$ cat src/rtl/flt2int_pkg.sv
// Shared types and width helpers for the float-to-integer converter.
package flt2int_pkg;

  typedef enum logic [2:0] {IDLE, PREP, SHIFT, ROUND, DONE} state_e;

  typedef enum logic [1:0] {RNE, RTZ, FLOOR, CEIL} rnd_mode_e;

  // Largest positive two's-complement value of a w-bit integer.
  function automatic logic [63:0] int_max_mag(input int unsigned w);
    return (64'd1 << (w - 1)) - 64'd1;
  endfunction

  // Magnitude of the most negative w-bit integer (also its bit pattern).
  function automatic logic [63:0] int_min_mag(input int unsigned w);
    return 64'd1 << (w - 1);
  endfunction

endpackage

$ cat src/rtl/flt2int_seq_if.sv
// Sequencer-side handshake and data bus of the float-to-integer coprocessor.
interface flt2int_seq_if #(
  parameter int unsigned EXP_W = 5,
  parameter int unsigned MAN_W = 10,
  parameter int unsigned INT_W = 16
);
  localparam int unsigned FLT_W = 1 + EXP_W + MAN_W;

  logic             start;
  logic [FLT_W-1:0] flt_in;
  logic [1:0]       rnd_mode;
  logic             busy;
  logic             done;
  logic [INT_W-1:0] int_out;
  logic             ovf;
  logic             inexact;

  modport master (output start, flt_in, rnd_mode,
                  input  busy, done, int_out, ovf, inexact);
  modport slave  (input  start, flt_in, rnd_mode,
                  output busy, done, int_out, ovf, inexact);
endinterface

$ cat src/rtl/flt2int_round.sv
// Rounding-increment decision from sign, lsb, guard and sticky.
module flt2int_round
  import flt2int_pkg::*;
(
  input  logic      i_sign,
  input  logic      i_lsb,
  input  logic      i_guard,
  input  logic      i_sticky,
  input  rnd_mode_e i_mode,
  output logic      o_inc_c
);

  // Select the increment rule for the active rounding mode.
  always_comb begin
    o_inc_c = 1'b0;
    case (i_mode)
      RNE:     o_inc_c = i_guard & (i_lsb | i_sticky);
      RTZ:     o_inc_c = 1'b0;
      FLOOR:   o_inc_c = i_sign & (i_guard | i_sticky);
      CEIL:    o_inc_c = ~i_sign & (i_guard | i_sticky);
      default: o_inc_c = 1'b0;
    endcase
  end

endmodule

$ cat src/rtl/flt2int_seq.sv
// Sequential float-to-integer converter with saturation and rounding flags.
// Define FLT2INT_BARREL_SHIFT_EN for a single-cycle barrel SHIFT stage;
// otherwise the magnitude is shifted one bit per cycle.
module flt2int_seq
  import flt2int_pkg::*;
#(
  parameter int unsigned EXP_W = 5,
  parameter int unsigned MAN_W = 10,
  parameter int unsigned INT_W = 16,
  parameter int unsigned BIAS  = 15
) (
  input  logic         clk,
  input  logic         reset,
  flt2int_seq_if.slave bus
);

  localparam int unsigned FLT_W = 1 + EXP_W + MAN_W;
  localparam int unsigned MAG_W = INT_W + 1;
  localparam int unsigned CNT_W = $clog2(MAN_W + INT_W + 3);

  localparam logic [INT_W-1:0] MAX_V   = INT_W'(int_max_mag(INT_W));
  localparam logic [INT_W-1:0] MIN_V   = INT_W'(int_min_mag(INT_W));
  localparam logic [MAG_W-1:0] MAX_MAG = MAG_W'(int_max_mag(INT_W));
  localparam logic [MAG_W-1:0] MIN_MAG = MAG_W'(int_min_mag(INT_W));

  state_e             r_state, w_state_nxt;
  logic               r_sign, w_sign_nxt;
  logic [EXP_W-1:0]   r_exp, w_exp_nxt;
  logic [MAN_W-1:0]   r_frac, w_frac_nxt;
  rnd_mode_e          r_mode, w_mode_nxt;
  logic [MAG_W-1:0]   r_mag, w_mag_nxt;
  logic               r_g, w_g_nxt;
  logic               r_s, w_s_nxt;
  logic [CNT_W-1:0]   r_cnt, w_cnt_nxt;
  logic               r_left, w_left_nxt;
  logic [INT_W-1:0]   r_res, w_res_nxt;
  logic               r_ovf_p, w_ovf_p_nxt;
  logic               r_inx_p, w_inx_p_nxt;
  logic               r_busy, w_busy_nxt;
  logic               r_done, w_done_nxt;
  logic [INT_W-1:0]   r_int, w_int_nxt;
  logic               r_ovf, w_ovf_nxt;
  logic               r_inx, w_inx_nxt;

  logic [MAN_W:0]     w_mant;
  int                 w_u;
  int                 w_n;
  logic               w_inc_c;
  logic [MAG_W-1:0]   w_mag_r;
  logic [MAG_W-1:0]   w_neg;

  assign w_mant  = {(r_exp != '0), r_frac};
  assign w_u     = (r_exp == '0) ? (1 - int'(BIAS)) : (int'(r_exp) - int'(BIAS));
  assign w_mag_r = r_mag + MAG_W'(w_inc_c);
  assign w_neg   = ~w_mag_r + MAG_W'(1);

  flt2int_round u_round (
    .i_sign   (r_sign),
    .i_lsb    (r_mag[0]),
    .i_guard  (r_g),
    .i_sticky (r_s),
    .i_mode   (r_mode),
    .o_inc_c  (w_inc_c)
  );

`ifdef FLT2INT_BARREL_SHIFT_EN
  logic w_bg, w_bs;

  // Guard is bit n-1 of the pre-shift magnitude; sticky ORs all bits below it.
  always_comb begin
    w_bg = 1'b0;
    w_bs = 1'b0;
    for (int i = 0; i < int'(MAG_W); i++) begin
      if (int'(r_cnt) == i + 1)     w_bg = r_mag[i];
      else if (int'(r_cnt) > i + 1) w_bs = w_bs | r_mag[i];
    end
  end
`endif

  // Next-state and datapath update for the conversion sequence.
  always_comb begin
    w_state_nxt = r_state;
    w_sign_nxt  = r_sign;
    w_exp_nxt   = r_exp;
    w_frac_nxt  = r_frac;
    w_mode_nxt  = r_mode;
    w_mag_nxt   = r_mag;
    w_g_nxt     = r_g;
    w_s_nxt     = r_s;
    w_cnt_nxt   = r_cnt;
    w_left_nxt  = r_left;
    w_res_nxt   = r_res;
    w_ovf_p_nxt = r_ovf_p;
    w_inx_p_nxt = r_inx_p;
    w_busy_nxt  = r_busy;
    w_done_nxt  = 1'b0;
    w_int_nxt   = r_int;
    w_ovf_nxt   = r_ovf;
    w_inx_nxt   = r_inx;
    w_n         = 0;

    case (r_state)
      IDLE: begin
        if (bus.start) begin
          w_sign_nxt  = bus.flt_in[FLT_W-1];
          w_exp_nxt   = bus.flt_in[MAN_W +: EXP_W];
          w_frac_nxt  = bus.flt_in[MAN_W-1:0];
          w_mode_nxt  = rnd_mode_e'(bus.rnd_mode);
          w_busy_nxt  = 1'b1;
          w_state_nxt = PREP;
        end
      end

      PREP: begin
        w_mag_nxt   = MAG_W'(w_mant);
        w_g_nxt     = 1'b0;
        w_s_nxt     = 1'b0;
        w_ovf_p_nxt = 1'b0;
        w_inx_p_nxt = 1'b0;
        if (r_exp == '1) begin
          // Infinity saturates by sign; NaN always reports MAX.
          w_res_nxt   = (r_sign && r_frac == '0) ? MIN_V : MAX_V;
          w_ovf_p_nxt = 1'b1;
          w_state_nxt = DONE;
        end else if (w_u > int'(INT_W) - 1 ||
                     (w_u == int'(INT_W) - 1 && !(r_sign && r_frac == '0))) begin
          w_res_nxt   = r_sign ? MIN_V : MAX_V;
          w_ovf_p_nxt = 1'b1;
          w_state_nxt = DONE;
        end else if (w_u == int'(INT_W) - 1) begin
          // Exactly -2^(INT_W-1) is representable.
          w_res_nxt   = MIN_V;
          w_state_nxt = DONE;
        end else begin
          if (w_u >= int'(MAN_W)) begin
            w_left_nxt = 1'b1;
            w_n        = w_u - int'(MAN_W);
          end else begin
            // Beyond MAN_W+2 places all bits have already reached sticky.
            w_left_nxt = 1'b0;
            w_n        = int'(MAN_W) - w_u;
            if (w_n > int'(MAN_W) + 2) w_n = int'(MAN_W) + 2;
          end
          w_cnt_nxt = CNT_W'(w_n);
`ifdef FLT2INT_BARREL_SHIFT_EN
          w_state_nxt = SHIFT;
`else
          w_state_nxt = (w_n == 0) ? ROUND : SHIFT;
`endif
        end
      end

      SHIFT: begin
`ifdef FLT2INT_BARREL_SHIFT_EN
        if (r_left) begin
          w_mag_nxt = r_mag << r_cnt;
        end else begin
          w_mag_nxt = r_mag >> r_cnt;
          w_g_nxt   = w_bg;
          w_s_nxt   = w_bs;
        end
        w_state_nxt = ROUND;
`else
        if (r_left) begin
          w_mag_nxt = r_mag << 1;
        end else begin
          w_mag_nxt = r_mag >> 1;
          w_g_nxt   = r_mag[0];
          w_s_nxt   = r_s | r_g;
        end
        w_cnt_nxt = r_cnt - CNT_W'(1);
        if (r_cnt == CNT_W'(1)) w_state_nxt = ROUND;
`endif
      end

      ROUND: begin
        w_inx_p_nxt = r_g | r_s;
        if (!r_sign && w_mag_r > MAX_MAG) begin
          w_res_nxt   = MAX_V;
          w_ovf_p_nxt = 1'b1;
        end else if (r_sign && w_mag_r > MIN_MAG) begin
          w_res_nxt   = MIN_V;
          w_ovf_p_nxt = 1'b1;
        end else begin
          w_res_nxt = r_sign ? INT_W'(w_neg) : INT_W'(w_mag_r);
        end
        w_state_nxt = DONE;
      end

      DONE: begin
        w_int_nxt   = r_res;
        w_ovf_nxt   = r_ovf_p;
        w_inx_nxt   = r_inx_p;
        w_done_nxt  = 1'b1;
        w_busy_nxt  = 1'b0;
        w_state_nxt = IDLE;
      end

      default: w_state_nxt = IDLE;
    endcase
  end

  // State and datapath registers with synchronous active-low reset.
  always_ff @(posedge clk) begin
    if (!reset) begin
      r_state <= IDLE;
      r_sign  <= 1'b0;
      r_exp   <= '0;
      r_frac  <= '0;
      r_mode  <= RNE;
      r_mag   <= '0;
      r_g     <= 1'b0;
      r_s     <= 1'b0;
      r_cnt   <= '0;
      r_left  <= 1'b0;
      r_res   <= '0;
      r_ovf_p <= 1'b0;
      r_inx_p <= 1'b0;
      r_busy  <= 1'b0;
      r_done  <= 1'b0;
      r_int   <= '0;
      r_ovf   <= 1'b0;
      r_inx   <= 1'b0;
    end else begin
      r_state <= w_state_nxt;
      r_sign  <= w_sign_nxt;
      r_exp   <= w_exp_nxt;
      r_frac  <= w_frac_nxt;
      r_mode  <= w_mode_nxt;
      r_mag   <= w_mag_nxt;
      r_g     <= w_g_nxt;
      r_s     <= w_s_nxt;
      r_cnt   <= w_cnt_nxt;
      r_left  <= w_left_nxt;
      r_res   <= w_res_nxt;
      r_ovf_p <= w_ovf_p_nxt;
      r_inx_p <= w_inx_p_nxt;
      r_busy  <= w_busy_nxt;
      r_done  <= w_done_nxt;
      r_int   <= w_int_nxt;
      r_ovf   <= w_ovf_nxt;
      r_inx   <= w_inx_nxt;
    end
  end

  assign bus.busy    = r_busy;
  assign bus.done    = r_done;
  assign bus.int_out = r_int;
  assign bus.ovf     = r_ovf;
  assign bus.inexact = r_inx;

endmodule

$ cat src/flat_wrapper.sv
// flat-port wrapper written by rule: the top's interface ports become plain ports
module flt2int_seq_flat import flt2int_pkg::*;
#(
  parameter int unsigned EXP_W = 5,
  parameter int unsigned MAN_W = 10,
  parameter int unsigned INT_W = 16,
  parameter int unsigned BIAS  = 15
)
  (clk, reset, bus_start, bus_flt_in, bus_rnd_mode, bus_busy, bus_done, bus_int_out, bus_ovf, bus_inexact);
  flt2int_seq_if #(.EXP_W(EXP_W), .MAN_W(MAN_W), .INT_W(INT_W)) bus_i ();
  input  logic clk;
  input  logic reset;
  input wire logic [$bits(bus_i.start)-1:0] bus_start;
  input wire logic [$bits(bus_i.flt_in)-1:0] bus_flt_in;
  input wire logic [$bits(bus_i.rnd_mode)-1:0] bus_rnd_mode;
  output wire logic [$bits(bus_i.busy)-1:0] bus_busy;
  output wire logic [$bits(bus_i.done)-1:0] bus_done;
  output wire logic [$bits(bus_i.int_out)-1:0] bus_int_out;
  output wire logic [$bits(bus_i.ovf)-1:0] bus_ovf;
  output wire logic [$bits(bus_i.inexact)-1:0] bus_inexact;
  assign bus_i.start = bus_start;
  assign bus_i.flt_in = bus_flt_in;
  assign bus_i.rnd_mode = bus_rnd_mode;
  assign bus_busy = bus_i.busy;
  assign bus_done = bus_i.done;
  assign bus_int_out = bus_i.int_out;
  assign bus_ovf = bus_i.ovf;
  assign bus_inexact = bus_i.inexact;
  flt2int_seq #(.EXP_W(EXP_W), .MAN_W(MAN_W), .INT_W(INT_W), .BIAS(BIAS)) u_core (.clk(clk), .reset(reset), .bus(bus_i));
endmodule
$ cat config.mk
export PLATFORM = sky130hd
export DESIGN_NAME = flt2int_seq_flat
export DESIGN_NICKNAME = d
export VERILOG_FILES = /design/src/rtl/flt2int_pkg.sv /design/src/rtl/flt2int_seq_if.sv /design/src/rtl/flt2int_round.sv /design/src/rtl/flt2int_seq.sv /design/src/flat_wrapper.sv
export SDC_FILE = /design/constraint.sdc
export NUM_CORES = 1
export LEC_CHECK = 0
export ABC_AREA = 1
export CAP_MARGIN = 10
export CORE_MARGIN = 3
export CORE_UTILIZATION = 50
export DETAILED_ROUTE_END_ITERATION = 8
export PLACE_DENSITY = 0.73
export SLEW_MARGIN = 40
export SYNTH_ARGS = -nofsm -noshare
export SYNTH_HDL_FRONTEND = slang
export SYNTH_HIERARCHICAL = 1
export SYNTH_SLANG_ARGS = --single-unit
$ cat constraint.sdc
create_clock -name clk -period 2.95 [get_ports clk]
set_input_delay 0.7375 -clock clk [delete_from_list [all_inputs] [get_ports clk]]
set_output_delay 0.7375 -clock clk [all_outputs]
set_load 0.01 [all_outputs]
Word level (Yosys, flattened, before mapping)
Index checks and enable logic that the tools add are counted.
- bits in latches: 0
- logic and storage cells: 125
- memory bits (read-only): 0
- output and inout bits: 20
- memories kept: 0
- bits of input ports: 21
- register bits after elaboration: 84
- RAM bits: 0
- shifts and indexed selects: 0
- multiply operators: 0
- mux-type cells: 44
- equality and inequality tests: 18
- add/sub/neg operators: 6
- order comparisons: 5
- reduce and logical (&&, ||, !) cells: 24
- bitwise gates (word level): 10
- div/mod/pow operators: 0
- operators by type and width (cell ; number):
    $mux 32 ; 7
    $mux 16 ; 8
    $gt 32x5->1 const B ; 2
    $pmux 17 s2 ; 1
    $eq 32x5->1 const B ; 1
    $ge 32x5->1 const B ; 1
    $logic_not 32->1 ; 1
    $pmux 16 s2 ; 1
    $sub 32x5->32 const B ; 1
    $sub 5x32->32 const A ; 1
    $add 17x1->17 ; 1
    $gt 17x15->1 const B ; 1
    $gt 17x16->1 const B ; 1
    $mux 17 ; 1
    $add 16x1->16 const B ; 1
    $not 16->16 ; 1
    $mux 3 ; 5
    $mux 5 ; 3
    $pmux 3 s4 ; 1
    $reduce_and 2->1 ; 6
    $logic_not 10->1 ; 1
    $mux 1 ; 10
    $ne 2x2->1 const B ; 5
    $pmux 1 s2 ; 5
    26 further kinds ; 41

Longest topological paths before layout
- word-level depth: 16
- mapped depth: 28
- mapped depth without buffers: 28

By module
The synthesis kept the hierarchy.
- modules (own cells, without submodules) (module ; sequential area each (um^2) ; cells each ; instances ; area each (um^2)):
    flt2int_seq ; 1681.6 ; 789 ; 1 ; 5211.2
    flt2int_round ; 0.0 ; 15 ; 1 ; 57.6

Worst setup path before layout
Ideal clock, no wire load.
- kind: reg-to-reg
- from: register u_core.r_exp[0]
- to: register u_core.r_cnt[0]
- cell stages (with the launch flop): 23
- slack: -0.061 ns
- data required time: 2.880 ns
- setup time: 0.070 ns
- clock period less this slack: 3.011 ns
- data arrival time: 2.941 ns
- cell sequence: dfxtp_1 ha_1 nand2_1 nor2_1 ha_1 nand2_1 inv_2 nand2_1 inv_1 clkbuf_1 nand2_1 ha_1 nand3_1 nor2_1 nand2_1 nor2_1 nand3_1 nor2_1 nand3_1 nand3_1 o21ai_0 or2_0 a21oi_1
- longest elaborated chain between the ends: 14
- ends and longest elaborated chain (item ; RTL line ; source):
    start: declaration ; flt2int_seq.sv:28 ; logic [EXP_W-1:0] r_exp, w_exp_nxt;
    start signal: assignment ; flt2int_seq.sv:227 ; r_exp <= w_exp_nxt;
    $sub 5x4->6 / $logic_not 5->1 (equally long branches) ; flt2int_seq.sv:53 ; assign w_u = (r_exp == '0) ? (1 - int'(BIAS)) : (int'(r_exp) - int'(BIAS));
    $mux 32 ; flt2int_seq.sv:53 ;
    $sub 5x32->32 ; flt2int_seq.sv:141 ; w_n = int'(MAN_W) - w_u;
    $gt 32x5->1 ; flt2int_seq.sv:142 ; if (w_n > int'(MAN_W) + 2) w_n = int'(MAN_W) + 2;
    $mux 32 ; flt2int_seq.sv:142 ;
    $mux 32 ; flt2int_seq.sv:135 ; if (w_u >= int'(MAN_W)) begin
    $mux 32 ; flt2int_seq.sv:130 ; end else if (w_u == int'(INT_W) - 1) begin
    $mux 32 ; flt2int_seq.sv:125 ; end else if (w_u > int'(INT_W) - 1 ||
    $mux 32 ; flt2int_seq.sv:120 ; if (r_exp == '1) begin
    $mux 32 ; flt2int_seq.sv:102 ; case (r_state)
    $mux 5 ; flt2int_seq.sv:130 ;
    $mux 5 ; flt2int_seq.sv:125 ;
    $mux 5 ; flt2int_seq.sv:120 ;
    $pmux 5 s2 ; flt2int_seq.sv:102 ;
    end signal: assignment ; flt2int_seq.sv:233 ; r_cnt <= w_cnt_nxt;
    end: declaration ; flt2int_seq.sv:34 ; logic [CNT_W-1:0] r_cnt, w_cnt_nxt;
Several ways; a longest one is shown, not always the timed one. The select of a mux whose other input is x is not followed.
A chain may end at the register's enable or synchronous reset.

Worst setup path in the final report
- from: register u_core.r_exp[0]
- to: register u_core.r_state[0]
- longest elaborated chain between the ends: 16
- ends and longest elaborated chain (item ; RTL line ; source):
    $sub 5x4->6 / $logic_not 5->1 (equally long branches) ; flt2int_seq.sv:53 ;
    $mux 32 ; flt2int_seq.sv:53 ;
    $sub 5x32->32 ; flt2int_seq.sv:141 ;
    $gt 32x5->1 ; flt2int_seq.sv:142 ;
    $mux 32 ; flt2int_seq.sv:142 ;
    $mux 32 ; flt2int_seq.sv:135 ;
    $mux 32 ; flt2int_seq.sv:130 ;
    $mux 32 ; flt2int_seq.sv:125 ;
    $mux 32 ; flt2int_seq.sv:120 ;
    $mux 32 ; flt2int_seq.sv:102 ;
    $logic_not 32->1 ; flt2int_seq.sv:148 ; w_state_nxt = (w_n == 0) ? ROUND : SHIFT;
    $mux 1 ; flt2int_seq.sv:148 ;
    $mux 3 ; flt2int_seq.sv:130 ;
    $mux 3 ; flt2int_seq.sv:125 ;
    $mux 3 * ; flt2int_seq.sv:120 ;
    $pmux 3 s4 * ; flt2int_seq.sv:102 ;
    end signal: assignment ; flt2int_seq.sv:225 ; r_state <= w_state_nxt;
    end: declaration ; flt2int_seq.sv:26 ; state_e r_state, w_state_nxt;
Every way passes the cells marked *; elsewhere a longest branch is shown, timed or not. The select of a mux whose other input is x is not followed.

==> impl_metrics.toml <==
[status]
status = "completed"

[sta]
slew_viol_final = 0
setup_ws_ns = 0.01833
fin_skew_ns = 0.006185
fin_tns_setup_ns = 0
fmax_ghz = 0.3411
period_minus_slack_ns = 2.932
min_period_over_period_pct = 99.38
setup_viol = 0
rsz0062_at_grt = "true"
maxSlewHeadroom_pct = 60.17
hold_violations = 0
worst_pin_slew_ns = 0.5938

[worst_setup_path]
crit_top_cell = "nor2_1"
criticalPathCategory = "flip-flop to flip-flop"
endpoint_kind = "flip-flop"
cp.required_ns = 3.25
r2r_cells = 25
r2r_setup_slack_ns = 0.02
r2r-end = "u_core/r_state[0]"
worstPathMaxFanout = 5
worstReg2RegStart = "u_core/r_exp[0]"
arrival_ns = 3.23
critPathSlowestCell = "dfxtp_2"
slowest_delay_ns = 0.34
startpoint_type = "flip-flop"

[floorplanning]
fp.dieH_um = 108.7
die_area_um2 = 11800
start_util_pct = 52.69
core_area_um2 = 10000
io_pins = 41
rows = 36
die_x_um = 108.7

[drt]
ant_nets = 0
drt-pass1-iter-count = 6
drtIter0Drc = 376
finalWirelength_mm = 13.59
vias_per_cell = 5.431
wl_per_cell_um = 13.61
vias = 5420
drc = 0

[clock_network]
h-tree-depth = 3
cts_tree = "built"
clk_pin_slew_ns = 0.08
clock_tree.root_cell = "clkbuf_8"
cts_made_buffers = 9
cts_num_sinks = 84
clkLatencyLatePin_ns = 0.36
clock_path_buffers = 2

[synth]
ys_seq_area_share_pct = 31.92
synth_commonest_cells = "nand2_1 (192), nor2_1 (102), dfxtp_1 (84), o21ai_0 (81), inv_1 (78)"
netlist.area_leader.share_pct = 31.92
syn-num-nets = 854
synthTopCellsByArea = "dfxtp_1 (32%), nand2_1 (14%), o21ai_0 (7.7%)"
synthArstFlopShare_pct = 0
syn_area_um2 = 5269
syn_area_per_cell_um2 = 6.553
syn_inst = 804
ys_ff_latch = 84
synth_flop_cell = "dfxtp_1"
synth_cell_types = 43
ys_warn_count = 6
synthMostInstantiatedCell = "nand2_1"
synth_edf_count = 0
yosysTopAreaCell = "dfxtp_1"

[power]
irDropWorstVdd_uv = 469.4
intPower_uw = 2660
pwr-share-comb_pct = 47.8
leakagePower_uw = 0.002809
clockPowerShare_pct = 18.2
seqPwrFrac_pct = 34.0
power.density_nw_per_um2 = 709.4
p_switching_uw = 1954
swShare_pct = 42.35
power_uw = 4614

[layout]
nFillCells = 916
fin_cells = 998
antennaDiodeCount = 0
area_growth_pct = 23.44
drive_above_1_share_pct = 17.69
nNetsFinal = 910

[hold_path]
hold_path_class = "flip-flop to flip-flop"
hold_start = "u_core/r_frac[7]"
worstHoldPathCells = 2
whs_endpoint = "u_core/r_frac[7]"

[global_route]
antenna_found_initial = 0
grt_max_degree = 68
grt_pass1_vias = 5206
grt_usage_pct = 23.12
grt_overflow = 0
grt_pass1_wl_mm = 22.45

[placed_design]
io_buffers = 40
dpl.hpwl_mm = 9.508
post-place-cells = 970
place.gp.congestion = 0.9275
place_ws_ns = -0.1619

[flow_run]
cap_violations = 0
-- how the worst max path moves through the flow --
stage          cells after the start       startpoint                 to
6_report                          25  u_core/r_exp[0]  u_core/r_state[0]
5_1_grt                           26  u_core/r_exp[1]  u_core/r_state[0]
4_1_cts                           24  u_core/r_exp[0]  u_core/r_state[0]
3_5_place_dp                      24  u_core/r_exp[1]    u_core/r_cnt[0]
3_3_place_gp                      23  u_core/r_exp[0]    u_core/r_cnt[0]
2_1_floorplan                     22  u_core/r_exp[0]    u_core/r_cnt[0]
-- flip-flops by register name (all words and copies together), names as in the netlist --
signal	count
u_core/r_s	1
u_core/r_inx_p	1
u_core/r_exp	5
u_core/bus.busy	1
u_core/r_sign	1
u_core/bus.done	1
u_core/bus.ovf	1
u_core/bus.inexact	1
u_core/r_state	3
u_core/r_g	1
u_core/r_cnt	5
u_core/r_left	1
u_core/r_res	16
u_core/r_mode	2
u_core/r_mag	17
u_core/r_ovf_p	1
u_core/r_frac	10
u_core/bus.int_out	16
-- worst max-delay path, delay by kind of cell (launching register included) --
family | cells | cell delay, ns
buf+inv | 4 | 0.30
flops | 1 | 0.34
fa+ha+maj | 3 | 0.46
simple gates | 18 | 1.76
-- through the flow --
step                      hold WS, ns  util [%]  instance area, µm²
after CTS                      0.4693     61.40                6140
after global routing           0.4878     65.04                6504
after floorplan                0.4297         -                5270
final                          0.4650     65.04                6504
after detailed placement       0.4562     58.86                5886
after global placement         0.4509     58.86                5886
-- area by class of cell --
| type | count | area, µm² | area share (%) |
|---|---|---|---|
| Clock buffer | 11 | 141.4 | 2.174 |
| Clock inverter | 5 | 60.06 | 0.9234 |
| Inverter | 86 | 332.8 | 5.117 |
| Multi-Input combinational cell | 602 | 3418 | 52.56 |
| Sequential cell | 84 | 1692 | 26.01 |
| Tap cell | 133 | 166.4 | 2.559 |
| Timing Repair Buffer | 77 | 693.2 | 10.66 |
-- layer usage --
| layer | routed length [µm] | vias to the layer above | global-route usage (%) |
|---|---|---|---|
| li1 | - | 2737 | - |
| met1 | 6053 | 2552 | 29.40 |
| met2 | 6743 | 111 | 39.54 |
| met3 | 500 | 20 | 4.204 |
| met4 | 289 | 0 | 7.665 |
| met5 | 0 | - | 0 |
-- layout by cell type (no fill, tap or decap), drive strengths merged, types with 5 or more instances in the layout --
cell type,count
nand4,11
inv,81
a21oi,59
a31oi,13
nand2,206
clkbuf,11
ha,29
nand3,41
xnor2,5
buf,38
xor2,10
nor2,110
dfxtp,84
nor3,9
clkinv,8
clkdlybuf4s50,39
o21ai,84
-- power by group through the flow --
stage | clock, µW | sequential (µW) | combinational [µW]
after floorplan | 0 | 1520 | 1350
after global placement | 0 | 1570 | 1770
after detailed placement | 0 | 1580 | 1820
after CTS | 860 | 1560 | 1870
after global routing | 905 | 1600 | 2460
final | 838 | 1570 | 2210
-- logic make-up after synthesis --
| group | count (synthesis) | synth area share (%) |
|---|---|---|
| adders and majority gates | 29 | 6.887 |
| xor gates and xnor gates | 15 | 2.493 |
| AOI/OAI and AO/OA | 174 | 17.98 |
| DFF | 84 | 31.92 |
| buffers and inverters | 118 | 8.882 |
| and+or+nand+nor | 384 | 31.84 |
-- repair_timing --
item,CTS,global route
cloned,0,0
endpoints found under the hold margin,0,0
buffers inserted,2,10
endpoints found under the setup margin,6,23
pin swaps,8,33
hold buffers,0,0
resized for setup,16,73
No activity file was read; power rests on OpenSTA's default activity.
